File: config.mk
export PLATFORM = sky130hd
export DESIGN_NAME = axi_delay_ctrl_flat
export DESIGN_NICKNAME = d
export VERILOG_FILES = /design/src/rtl/axi_delay_ctrl_if.sv /design/src/rtl/axi_delay_ctrl.sv /design/src/flat_wrapper.sv
export SDC_FILE = /design/constraint.sdc
export NUM_CORES = 1
export LEC_CHECK = 0
export CAP_MARGIN = 10
export CORE_MARGIN = 2
export CORE_UTILIZATION = 26
export DETAILED_ROUTE_END_ITERATION = 10
export DONT_BUFFER_PORTS = 1
export SYNTH_ARGS = -nofsm -noshare
export SYNTH_HDL_FRONTEND = slang
export SYNTH_SLANG_ARGS = --single-unit
File: constraint.sdc
create_clock -name clk_i -period 2.5 [get_ports clk_i]
set_input_delay 0.25 -clock clk_i [delete_from_list [all_inputs] [get_ports clk_i]]
set_output_delay 0.25 -clock clk_i [all_outputs]
set_load 0.02 [all_outputs]
File: src/rtl/axi_delay_ctrl_if.sv
// Per-channel AXI handshake bundle seen by the delay controller.
// Bit order on every vector: 0 AW, 1 W, 2 B, 3 AR, 4 R.
interface axi_delay_ctrl_if;
  logic [4:0] ch_valid_i;
  logic [4:0] ch_ready_i;
  logic [4:0] ch_pass_o;

  modport master (
    output ch_valid_i,
    output ch_ready_i,
    input  ch_pass_o
  );

  modport slave (
    input  ch_valid_i,
    input  ch_ready_i,
    output ch_pass_o
  );
endinterface

File: src/rtl/axi_delay_ctrl.sv
// axi_delay_ctrl: per-channel valid/ready delay injector with fixed or LFSR-random delays.
// Defining AXI_DELAY_CTRL_STATS_EN adds a saturating stall-cycle counter on stall_cycles_o.
module axi_delay_ctrl #(
  parameter int          MaxOutstanding = 8,
  parameter logic [15:0] SeedDefault    = 16'hACE1
) (
  input  logic            clk_i,
  input  logic            rst_ni,
  input  logic [1:0]      cfg_mode_i,
  input  logic [3:0]      cfg_delay_i,
  input  logic [15:0]     seed_i,
  input  logic            seed_load_i,
  axi_delay_ctrl_if.slave ch,
  output logic [3:0]      aw_outstanding_o,
  output logic [31:0]     stall_cycles_o
);

  typedef enum logic [1:0] {IDLE, WAIT, PASS} state_e;

  localparam logic [3:0] MaxOut = 4'(MaxOutstanding);

  function automatic logic [15:0] lfsr_next(input logic [15:0] v);
    return v[0] ? ((v >> 1) ^ 16'hB400) : (v >> 1);
  endfunction

  function automatic logic [3:0] sat_count(input logic [3:0] v, input logic inc, input logic dec);
    if (inc && !dec && (v != 4'hF)) return v + 4'd1;
    if (dec && !inc && (v != 4'h0)) return v - 4'd1;
    return v;
  endfunction

  logic [15:0] lfsr_q;
  state_e      state_q [5];
  state_e      state_d [5];
  logic [3:0]  cnt_q   [5];
  logic [3:0]  cnt_d   [5];
  logic [4:0]  fsm_pass;
  logic [4:0]  hs;
  logic [3:0]  dly     [5];
  logic        bypass;
  logic        aw_full;

  always_ff @(posedge clk_i or negedge rst_ni) begin
    if (!rst_ni) begin
      lfsr_q <= SeedDefault;
    end else if (seed_load_i) begin
      lfsr_q <= (seed_i == 16'h0000) ? SeedDefault : seed_i;
    end else begin
      lfsr_q <= lfsr_next(lfsr_q);
    end
  end

  // Pass gating: bypass overrides the FSMs, but the AW throttle applies in every mode.
  always_comb begin
    bypass  = (cfg_mode_i == 2'd0) || (cfg_mode_i == 2'd3);
    aw_full = (aw_outstanding_o == MaxOut);
    for (int i = 0; i < 5; i++) begin
      fsm_pass[i] = (state_q[i] == PASS);
    end
    ch.ch_pass_o = '0;
    if (rst_ni) begin
      ch.ch_pass_o = (bypass ? 5'b11111 : fsm_pass) & ~{4'b0000, aw_full};
    end
    hs = ch.ch_valid_i & ch.ch_ready_i & ch.ch_pass_o;
  end

  always_comb begin
    for (int i = 0; i < 5; i++) begin
      state_d[i] = state_q[i];
      cnt_d[i]   = cnt_q[i];
      dly[i]     = (cfg_mode_i == 2'd2) ? (lfsr_q[3*i +: 4] & cfg_delay_i) : cfg_delay_i;
      if (bypass) begin
        state_d[i] = IDLE;
        cnt_d[i]   = 4'd0;
      end else begin
        unique case (state_q[i])
          IDLE: begin
            if (ch.ch_valid_i[i]) begin
              if (dly[i] == 4'd0) begin
                state_d[i] = PASS;
              end else begin
                state_d[i] = WAIT;
                cnt_d[i]   = dly[i] - 4'd1;
              end
            end
          end
          WAIT: begin
            if (!ch.ch_valid_i[i]) begin
              state_d[i] = IDLE;
            end else if (cnt_q[i] == 4'd0) begin
              state_d[i] = PASS;
            end else begin
              cnt_d[i] = cnt_q[i] - 4'd1;
            end
          end
          PASS: begin
            if (!ch.ch_valid_i[i] || hs[i]) begin
              state_d[i] = IDLE;
            end
          end
          default: begin
            state_d[i] = IDLE;
          end
        endcase
      end
    end
  end

  always_ff @(posedge clk_i or negedge rst_ni) begin
    if (!rst_ni) begin
      for (int i = 0; i < 5; i++) begin
        state_q[i] <= IDLE;
        cnt_q[i]   <= 4'd0;
      end
    end else begin
      for (int i = 0; i < 5; i++) begin
        state_q[i] <= state_d[i];
        cnt_q[i]   <= cnt_d[i];
      end
    end
  end

  always_ff @(posedge clk_i or negedge rst_ni) begin
    if (!rst_ni) begin
      aw_outstanding_o <= 4'd0;
    end else begin
      aw_outstanding_o <= sat_count(aw_outstanding_o, hs[0], hs[2]);
    end
  end

`ifdef AXI_DELAY_CTRL_STATS_EN
  always_ff @(posedge clk_i or negedge rst_ni) begin
    if (!rst_ni) begin
      stall_cycles_o <= 32'd0;
    end else if (|(ch.ch_valid_i & ~ch.ch_pass_o) && (stall_cycles_o != 32'hFFFF_FFFF)) begin
      stall_cycles_o <= stall_cycles_o + 32'd1;
    end
  end
`else
  assign stall_cycles_o = 32'd0;
`endif

endmodule

File: src/flat_wrapper.sv
// flat-port wrapper written by rule: the top's interface ports become plain ports
module axi_delay_ctrl_flat 
#(
  parameter int          MaxOutstanding = 8,
  parameter logic [15:0] SeedDefault    = 16'hACE1
)
  (clk_i, rst_ni, cfg_mode_i, cfg_delay_i, seed_i, seed_load_i, aw_outstanding_o, stall_cycles_o, ch_ch_valid_i, ch_ch_ready_i, ch_ch_pass_o);
  axi_delay_ctrl_if ch_i ();
  input  logic clk_i;
  input  logic rst_ni;
  input  logic [1:0] cfg_mode_i;
  input  logic [3:0] cfg_delay_i;
  input  logic [15:0] seed_i;
  input  logic seed_load_i;
  output logic [3:0] aw_outstanding_o;
  output logic [31:0] stall_cycles_o;
  input wire logic [$bits(ch_i.ch_valid_i)-1:0] ch_ch_valid_i;
  input wire logic [$bits(ch_i.ch_ready_i)-1:0] ch_ch_ready_i;
  output wire logic [$bits(ch_i.ch_pass_o)-1:0] ch_ch_pass_o;
  assign ch_i.ch_valid_i = ch_ch_valid_i;
  assign ch_i.ch_ready_i = ch_ch_ready_i;
  assign ch_ch_pass_o = ch_i.ch_pass_o;
  axi_delay_ctrl #(.MaxOutstanding(MaxOutstanding), .SeedDefault(SeedDefault)) u_core (.clk_i(clk_i), .rst_ni(rst_ni), .cfg_mode_i(cfg_mode_i), .cfg_delay_i(cfg_delay_i), .seed_i(seed_i), .seed_load_i(seed_load_i), .ch(ch_i), .aw_outstanding_o(aw_outstanding_o), .stall_cycles_o(stall_cycles_o));
endmodule
After elaboration in Yosys (flattened, before gate mapping)
Index checks and enable logic that the tools add are counted.
Operators by class
  $add $sub $neg: 12
  equal/unequal tests: 44
  muxes and demuxes: 82
  bitwise gates (word level): 10
  reduce and logical (&&, ||, !) cells: 51
Operator list (number)
  4-bit two-way mux: 34
  2-bit two-way mux: 30
  3-bit by 2-bit != test with 1-bit output (second input constant): 20
  16-bit two-way mux: 3
  4-bit by 1-bit subtractor with 4-bit output (second input constant): 11
  4-bit logical NOT: 10
  4-bit one-hot mux with 2 select lines: 5
  2-bit one-hot mux with 3 select lines: 5
  5-bit AND reduction: 5
  4-bit bitwise AND: 5
  4-bit by 2-bit != test with 1-bit output (second input constant): 5
  16-bit logical NOT: 1
  5-bit bitwise AND: 3
  3-bit != test (second input constant): 5
  3-bit AND reduction: 5
  3-bit nonzero test: 5
  2-bit equality test (second input constant): 7
  2-bit logical NOT: 6
  2-bit by 1-bit equality test with 1-bit output (second input constant): 5
  5-bit two-way mux: 2
  1-bit logical NOT: 7
  1-bit logical OR: 6
  1-bit NOT with 5-bit output: 1
  4-bit by 1-bit adder with 4-bit output (second input constant): 1
  7 further kinds: 12
Word-level totals
  bits in registers: 50
  input bits: 35
  output and inout port bits: 41
  word-level logic and storage cells: 211

Longest topological paths before layout
Gate-level depths: netlist (run 1).
  word-level depth: 13
  gate-level depth with buffers: 10
  depth with buffers taken out: 9

Worst setup path before layout (run 1)
OpenSTA, ideal clock, no wires.
  path kind: reg-to-reg
  start: reg u_core.aw_outstanding_o[0]
  end: reg u_core.aw_outstanding_o[3]
  library setup time: 131 ps
  arrival: 1880 ps
  required time: 2369 ps
  slack: 489 ps
  cell stages (with the launch flop): 9
  path buffers: 0
  period minus slack after synthesis: 2011 ps
  cells stage by stage: dfrtp_1 inv_1 ha_1 nand3b_1 nand3_1 nor4_2 and3_1 a31oi_1 xnor2_1
On the way
  cells in the longest elaborated chain, start to end: 11
  elaborated cells between the ends (all ways): 22
  those cells by class: 2 x add/sub; 2 x eq/ne; 8 x mux; 3 x bitwise; 7 x reduce/logical
Ends and longest elaborated chain
  start: declaration: RTL line axi_delay_ctrl.sv:14  | output logic [3:0] aw_outstanding_o,
  start signal: assignment: RTL line axi_delay_ctrl.sv:127  | aw_outstanding_o <= sat_count(aw_outstanding_o, hs[0], hs[2]);
  4-bit equality test: RTL line axi_delay_ctrl.sv:56  | aw_full = (aw_outstanding_o == MaxOut);
  1-bit NOT with 5-bit output: RTL line axi_delay_ctrl.sv:62  | ch.ch_pass_o = (bypass ? 5'b11111 : fsm_pass) & ~{4'b0000, aw_full};
  5-bit bitwise AND: RTL line axi_delay_ctrl.sv:62
  5-bit two-way mux: RTL line axi_delay_ctrl.sv:61  | if (rst_ni) begin
  5-bit bitwise AND: RTL line axi_delay_ctrl.sv:64  | hs = ch.ch_valid_i & ch.ch_ready_i & ch.ch_pass_o;
  1-bit logical NOT: RTL line axi_delay_ctrl.sv:28  | if (dec && !inc && (v != 4'h0)) return v - 4'd1;
  1-bit logical AND (2 in a row): RTL line axi_delay_ctrl.sv:28
  4-bit two-way mux / 1-bit two-way mux (equally long branches): RTL line axi_delay_ctrl.sv:28
  4-bit two-way mux / 1-bit two-way mux (equally long branches): RTL line axi_delay_ctrl.sv:29, axi_delay_ctrl.sv:28
  4-bit two-way mux / 2-bit nonzero test (equally long branches)
Several ways; a longest one is shown, not always the timed one. The select of a mux whose other input is x is not followed.
A chain may end at the register's enable or synchronous reset.

Worst setup path in the final report (run 1)
Same ends and word-level chain as after synthesis.

==> results by group, run 1 <==
Status
  • Status: finished clean

Power
  • Switching Power: 982 uW
  • Total leakage power: 0.00158 uW
  • Sequential Power Share: 0.423
  • Clock power share: 0.278
  • Maximum VDD drop: 0.000388 V
  • Internal: approximately 1800 uW
  • Logic pwr share: 0.300
  • PD cells: 763 mW/mm^2
  • Switching part of the total: 0.350

Yosys
  • Mapped Cells: 378
  • Synth cell types: 61
  • Mapped cell area: 0.00343 sq mm
  • Async SR Flop Fraction: 1.00
  • EDFF count, synth: 0
  • Synthesis Warnings: 0
  • Ys flop type: dfrtp_1
  • Sequential share of the synthesized area: 0.368
  • #FFs+latches synth: 50
  • Avg Cell Area, Syn: 9.06 sq um

Die
  • Core ar.: 0.0127 sq mm
  • Full die area: 0.0141 sq mm
  • I/O pin count: between 70 and 80
  • Initial core utilization: 0.269
  • Row cnt: 41
  • Die height: approximately 120 um
  • Die width: 119 um

Setup path
  • Worst Setup Start Kind: register
  • Crit. End Element: register
  • CP Data Required Time: 2.66 ns
  • CP max FO: 5
  • Worst Path Class, Setup: reg2reg
  • Arrival @ worst endpoint: 2.41 ns

Timing
  • Hold_ws: a little under 0.06 ns
  • Clock Skews: 0.00868 ns
  • Count of final setup violators: 0
  • Setup Total Neg Slack: 0 ns
  • RSZ-0062 raised after global routing: false
  • Period utilisation layout: 0.898
  • Max_slew headroom: 0.627
  • Hold Fails Final Rpt: 0
  • Worst Slack Setup Final: roughly 0.26 ns
  • Max-slew violations: 0
  • Worst-margin pin slew: 0.558 ns
  • Fin crit period: about 2.2 ns
  • Fmax: 446 MHz

Place
  • Pre-CTS WS: ~0.28 ns
  • Inst Count DP: between 500 and 600
  • Post-DP HPWL: 6060 um
  • Placer Congestion: 0.850
  • PortBufs: 0

Finish
  • Fillers: 1375
  • Nets: 420
  • Syn-to-layout area delta: 7.49%
  • Final cell count without fillers: 550
  • Antenna Cells: 0
  • Ratio of cells with drive above 1 in the final layout: 0.111

CTS
  • Clk slew on worst S/H paths: 0.07 ns
  • Hold buffers post-CTS: 2
  • TritonCTS Buffers: 5
  • H-tree depth: 2
  • Post-CTS Setup Bufs: 0
  • Post-CTS resize count: 0
  • Num Clock Sinks: 50
  • Worst-case clock buffer depth: 2
  • Root Driver: clkbuf_16
  • Clk Latency, worst-skew pair: 0.29 ns
  • CTS tree: done

GRT
  • Antenna violations before repair: 0
  • GRT overflow: 0
  • Vias in the first global route: around 2.7k
  • Global Route Usage Sum: 0.118
  • Largest net degree at the start of global routing: 51
  • First-pass GRT wire length: 13700 um

Detailed routing
  • Antenna-violating nets left: 0
  • Vias post-DR: between 2k and 3k
  • Vias per cell: between 4 and 5
  • First-iteration detailed-routing DRC count: approximately 140
  • Final WL: 8350 um
  • WL/cell: around 15 um
  • # DRC: 0
  • Drt first pass iters: 4

Flow run
  • Max Cap Viol: 0

Hold path
  • Worst hold path type: in2reg
## worst max-delay path, cell delays in order, from the launching register on
cell and delay, ns:
dfrtp_1 0.52, inv_1 0.13, ha_1 0.24, nand3b_1 0.11
nand3_1 0.18, nor4_2 0.48, and3_1 0.21, a31oi_1 0.10
xnor2_1 0.15
## sequential cells by signal (all words and copies together), names as in the netlist
register / count
u_core.aw_outstanding_o: 4
u_core.cnt_q: 20
u_core.lfsr_q: 16
u_core.state_q: 10
## cell families after synthesis
| group | share of synthesized area |
|---|---|
| AO/OA/AOI/OAI | 0.231 |
| XOR/XNOR | 0.0332 |
| adder cells (fa/ha/maj) | 0.0292 |
| buffers and inverters | 0.114 |
| flip-flops | 0.368 |
| multiplexers | 0.0354 |
| other | 0.00109 |
| AND/OR/NAND/NOR | 0.188 |
## path summary, 6_finish.rpt
check | startpoint | end | slack, ns | cells past startpoint
min in group asynchronous | rst_ni | u_core.cnt_q[6] | 0.48 | 2
max in group asynchronous | rst_ni | u_core.lfsr_q[0] | 1.73 | 2
min reg2reg | u_core.cnt_q[18] | u_core.cnt_q[18] | 0.52 | 2
min | seed_load_i | u_core.lfsr_q[12] | 0.06 | 1
max | u_core.aw_outstanding_o[0] | u_core.aw_outstanding_o[3] | 0.26 | 8
max reg2reg | u_core.aw_outstanding_o[0] | u_core.aw_outstanding_o[3] | 0.26 | 8
## cell usage after synthesis, types with 3 or more instances
cell type	number	area share
nand3_1	8	0.012
o211a_1	3	0.0088
buf_2	3	0.0044
xnor2_1	3	0.0077
nand3b_1	3	0.0066
buf_4	32	0.070
a211oi_1	3	0.0066
nor3_1	5	0.0073
dfstp_2	8	0.061
nor2_1	26	0.028
buf_6	3	0.0099
and3b_1	5	0.013
nor4_1	9	0.016
a21oi_1	16	0.023
inv_1	17	0.019
nor2b_1	11	0.020
and3_1	4	0.0073
o22a_1	8	0.020
mux2_2	9	0.030
o21a_1	13	0.028
xor2_1	10	0.026
o21ai_0	24	0.035
a22oi_1	5	0.011
ha_1	8	0.029
a31oi_1	11	0.020
clkbuf_1	7	0.0077
nand4_1	3	0.0055
a22o_1	3	0.0077
nand2_1	23	0.025
dfrtp_1	42	0.31
nand2b_1	10	0.018
nor3b_1	4	0.0088
## cell type report
cell class / count / area (sq um) / area share
timing repair buffer: 8 / 82.6 / 0.0224
clock buffer: 6 / 129 / 0.0350
inverter: 18 / 67.6 / 0.0183
sequential: 50 / 1260 / 0.343
multi-input combinational: 294 / 1890 / 0.513
clock inverter: 2 / 37.5 / 0.0102
tap: 172 / 215 / 0.0584
## power groups by stage
| stage | combinational (uW) | clock (uW) | sequential (uW) |
|---|---|---|---|
| final | 841 | 780 | 1190 |
| after global routing | 955 | 837 | 1210 |
| after CTS | 844 | 802 | 1180 |
| after detailed placement | 812 | 0 | 1200 |
| after global placement | 793 | 0 | 1190 |
| after floorplan | 734 | 0 | 1150 |
## layer usage
layer  wire length [um]  GRT usage  part of all wire  up-vias
met4                 77     0.0313            0.0092        0
met2               3840      0.188              0.46       87
li1                   -          -                 -     1306
met5                  0          0                 0        -
met1               3900      0.161              0.47     1330
met3                535     0.0290             0.064        4
## cells in the final DEF, fill, tap and decap left out, types with 9 or more instances in the layout
master / n
mux2_2: 9
inv_1: 17
xor2_1: 10
a31oi_1: 11
o21ai_0: 24
nand2_1: 23
nand2b_1: 10
nor2b_1: 11
nor2_1: 26
a21oi_1: 16
o21a_1: 13
dfrtp_1: 42
nor4_1: 9
conb_1: 32
## through the flow
stage          area, sq um  total power (uW)  utilization
2_1_floorplan         3540              1880            -
3_3_place_gp          3480              1990        0.273
3_5_place_dp          3480              2010        0.273
4_1_cts               3680              2830        0.289
5_1_grt               3680              3010        0.289
6_report              3680              2810        0.289
Power figures use the tool's default switching activity.
==> run 2, diff against run 1 <==
--- a/config.mk
+++ b/config.mk
@@ -6,6 +6,7 @@
 export NUM_CORES = 1
 export LEC_CHECK = 0
 export CAP_MARGIN = 10
+export CORE_ASPECT_RATIO = 0.7
 export CORE_MARGIN = 2
 export CORE_UTILIZATION = 26
 export DETAILED_ROUTE_END_ITERATION = 10
==> run 2 against run 1 <==
Cell count fell by 1.1%. Flip-flop and latch count is the same. Clock skew is 0.0022 ns lower. Maximum frequency rose by 5.8%. Via count stayed put. Clock power fell by 11%. Global-route usage grew 0.45 points. Critical endpoint is now u_core.cnt_q[11]. Largest cell class unchanged. Largest power group unchanged. Highest routed layer unchanged.
==> results by group, run 2 (synthesis results as in run 1) <==
Place
  • Post-DP HPWL: 6420 um
  • Placer Congestion: 0.864
  • Inst Count DP: approximately 530
  • PortBufs: 0

Detailed routing
  • Antenna-violating nets left: 0
  • Final WL: 8560 um
  • Drt first pass iters: 5
  • Vias post-DR: ~2.7k
  • First-iteration detailed-routing DRC count: about 200
  • # DRC: 0
  • WL/cell: 15.7 um
  • Vias per cell: around 5.0

Timing
  • Period utilisation layout: 0.848
  • Max-slew violations: 0
  • Setup Total Neg Slack: 0 ns
  • Worst-margin pin slew: 0.549 ns
  • RSZ-0062 raised after global routing: false
  • Fmax: 472 MHz
  • Fin crit period: around 2.1 ns
  • Max_slew headroom: 0.630
  • Count of final setup violators: 0
  • Hold Fails Final Rpt: 0
  • Clock Skews: ~0.0065 ns

Setup path
  • Slowest cell on crit path: nor2b_1
  • Crit. End Element: register
  • Arrival @ worst endpoint: 2.29 ns
  • Critical Path Max Stage Delay: between 0.4 and 0.5 ns
  • CP Data Required Time: 2.67 ns
  • Worst Path Class, Setup: reg2reg
  • Buffers plus inverters on the worst setup path: 0
  • Critical path's top delay family: simple AND/OR/NAND/NOR gates
  • Worst path cell trace: nor2b_1 -> nor3_1 -> a21oi_1 -> nand3_1 -> mux2_2 -> a221o_1
  • Worst Setup Start Kind: register
  • CP max FO: 9

GRT
  • First-pass GRT wire length: 13600 um
  • Global Route Usage Sum: 0.123
  • Vias in the first global route: about 2.5k
  • Largest net degree at the start of global routing: ~50
  • Antenna violations before repair: 0
  • GRT overflow: 0

Finish
  • Ratio of cells with drive above 1 in the final layout: 0.111
  • Commonest non-fill, non-tap cells in the layout: dfrtp_1, conb_1, nor2_1
  • Biggest register: u_core.cnt_q
  • Top Registers: u_core.cnt_q: 20 flops, u_core.lfsr_q: 16 flops, u_core.state_q: 10 flops
  • Antenna Cells: 0
  • Number of flip-flops in the largest register: 20
  • Most common cell after layout, fill and taps aside: dfrtp_1
  • Final cell count without fillers: 544
  • Syn-to-layout area delta: 6.72%
  • Nets: 420

Power
  • Maximum VDD drop: 0.000276 V
  • Tot Pwr: 2740 uW
  • PD cells: 751 mW/mm^2
  • Total leakage power: 0.00158 uW

CTS
  • Clk Latency, worst-skew pair: between 0.2 and 0.3 ns
  • TritonCTS Buffers: 5
  • Post-CTS resize count: 0
  • CTS tree: done
  • Clk slew on worst S/H paths: 0.06 ns
  • Num Clock Sinks: 50
  • Root Driver: clkbuf_16
  • H-tree depth: 2
  • Worst-case clock buffer depth: 2

Die
  • Die width: 141 um
  • Full die area: between 0.01 and 0.015 sq mm
  • Die height: 100 um
  • Core ar.: roughly 0.013 sq mm
  • I/O pin count: 76
  • Initial core utilization: 0.263
  • Row cnt: 35

Status
  • Status: finished clean

Hold path
  • Worst hold path type: in2reg

Flow run
  • Max Cap Viol: 0
==> run 2: cell count changes in the layout (fill, tap and decap cells not counted), sizes merged <==
cell	before	now
bufinv	1	0
clkbuf	6	7
clkinv	0	1
clkinvlp	1	0
==> run 2: metal layers <==
layer	vias up	GRT usage	wire length (um)
li1	1312	-	-
met1	1324	0.173	4130
met2	82	0.179	3520
met3	9	0.0458	774
met4	0	0.0300	130
met5	-	0	0
==> run 2: report_power, final <==
part           internal [uW]  leakage (uW)  switching [uW]
clock network            398     0.0000739             295
registers                982      0.000616             191
logic                    381      0.000888             497
total                   1760       0.00158             983
==> run 2: metrics by stage <==
step	area [sq um]	hold WS, ns	utilization	setup slack [ns]
after floorplan	3540	-0.0456	-	0.489
after global placement	3470	-0.0414	0.267	0.449
after detailed placement	3470	-0.0420	0.267	0.351
after CTS	3660	0.0541	0.281	0.412
after global routing	3660	0.0449	0.281	0.246
final	3660	0.0579	0.281	0.380
==> run 2: path summary, 6_finish.rpt <==
| path | slack (ns) | depth (start not counted) | startpoint | end |
|---|---|---|---|---|
| min | 0.06 | 1 | seed_load_i | u_core.lfsr_q[2] |
| min reg2reg | 0.51 | 1 | u_core.lfsr_q[2] | u_core.lfsr_q[1] |
| max reg2reg | 0.38 | 6 | u_core.state_q[5] | u_core.cnt_q[11] |
| max | 0.38 | 6 | u_core.state_q[5] | u_core.cnt_q[11] |
| max in group asynchronous | 1.73 | 2 | rst_ni | u_core.lfsr_q[6] |
| min in group asynchronous | 0.49 | 2 | rst_ni | u_core.lfsr_q[4] |
==> run 2: what timing repair did <==
action | 4_1_cts | 5_1_grt
endpoints found under the hold margin | 50 | 0
hold buffers | 2 | 0
endpoints found under the setup margin | 0 | 0
buffers inserted | 0 | 0
==> run 2: cell type report <==
| class | count | area [sq um] |
|---|---|---|
| Clock buffer | 7 | 143 |
| Fill cell | 1356 | 9350 |
| Timing Repair Buffer | 8 | 82.6 |
| Tap cell | 166 | 208 |
| Sequential cell | 50 | 1260 |
| Multi-Input combinational cell | 294 | 1890 |
| Inverter | 18 | 67.6 |
| Clock inverter | 1 | 5.00 |
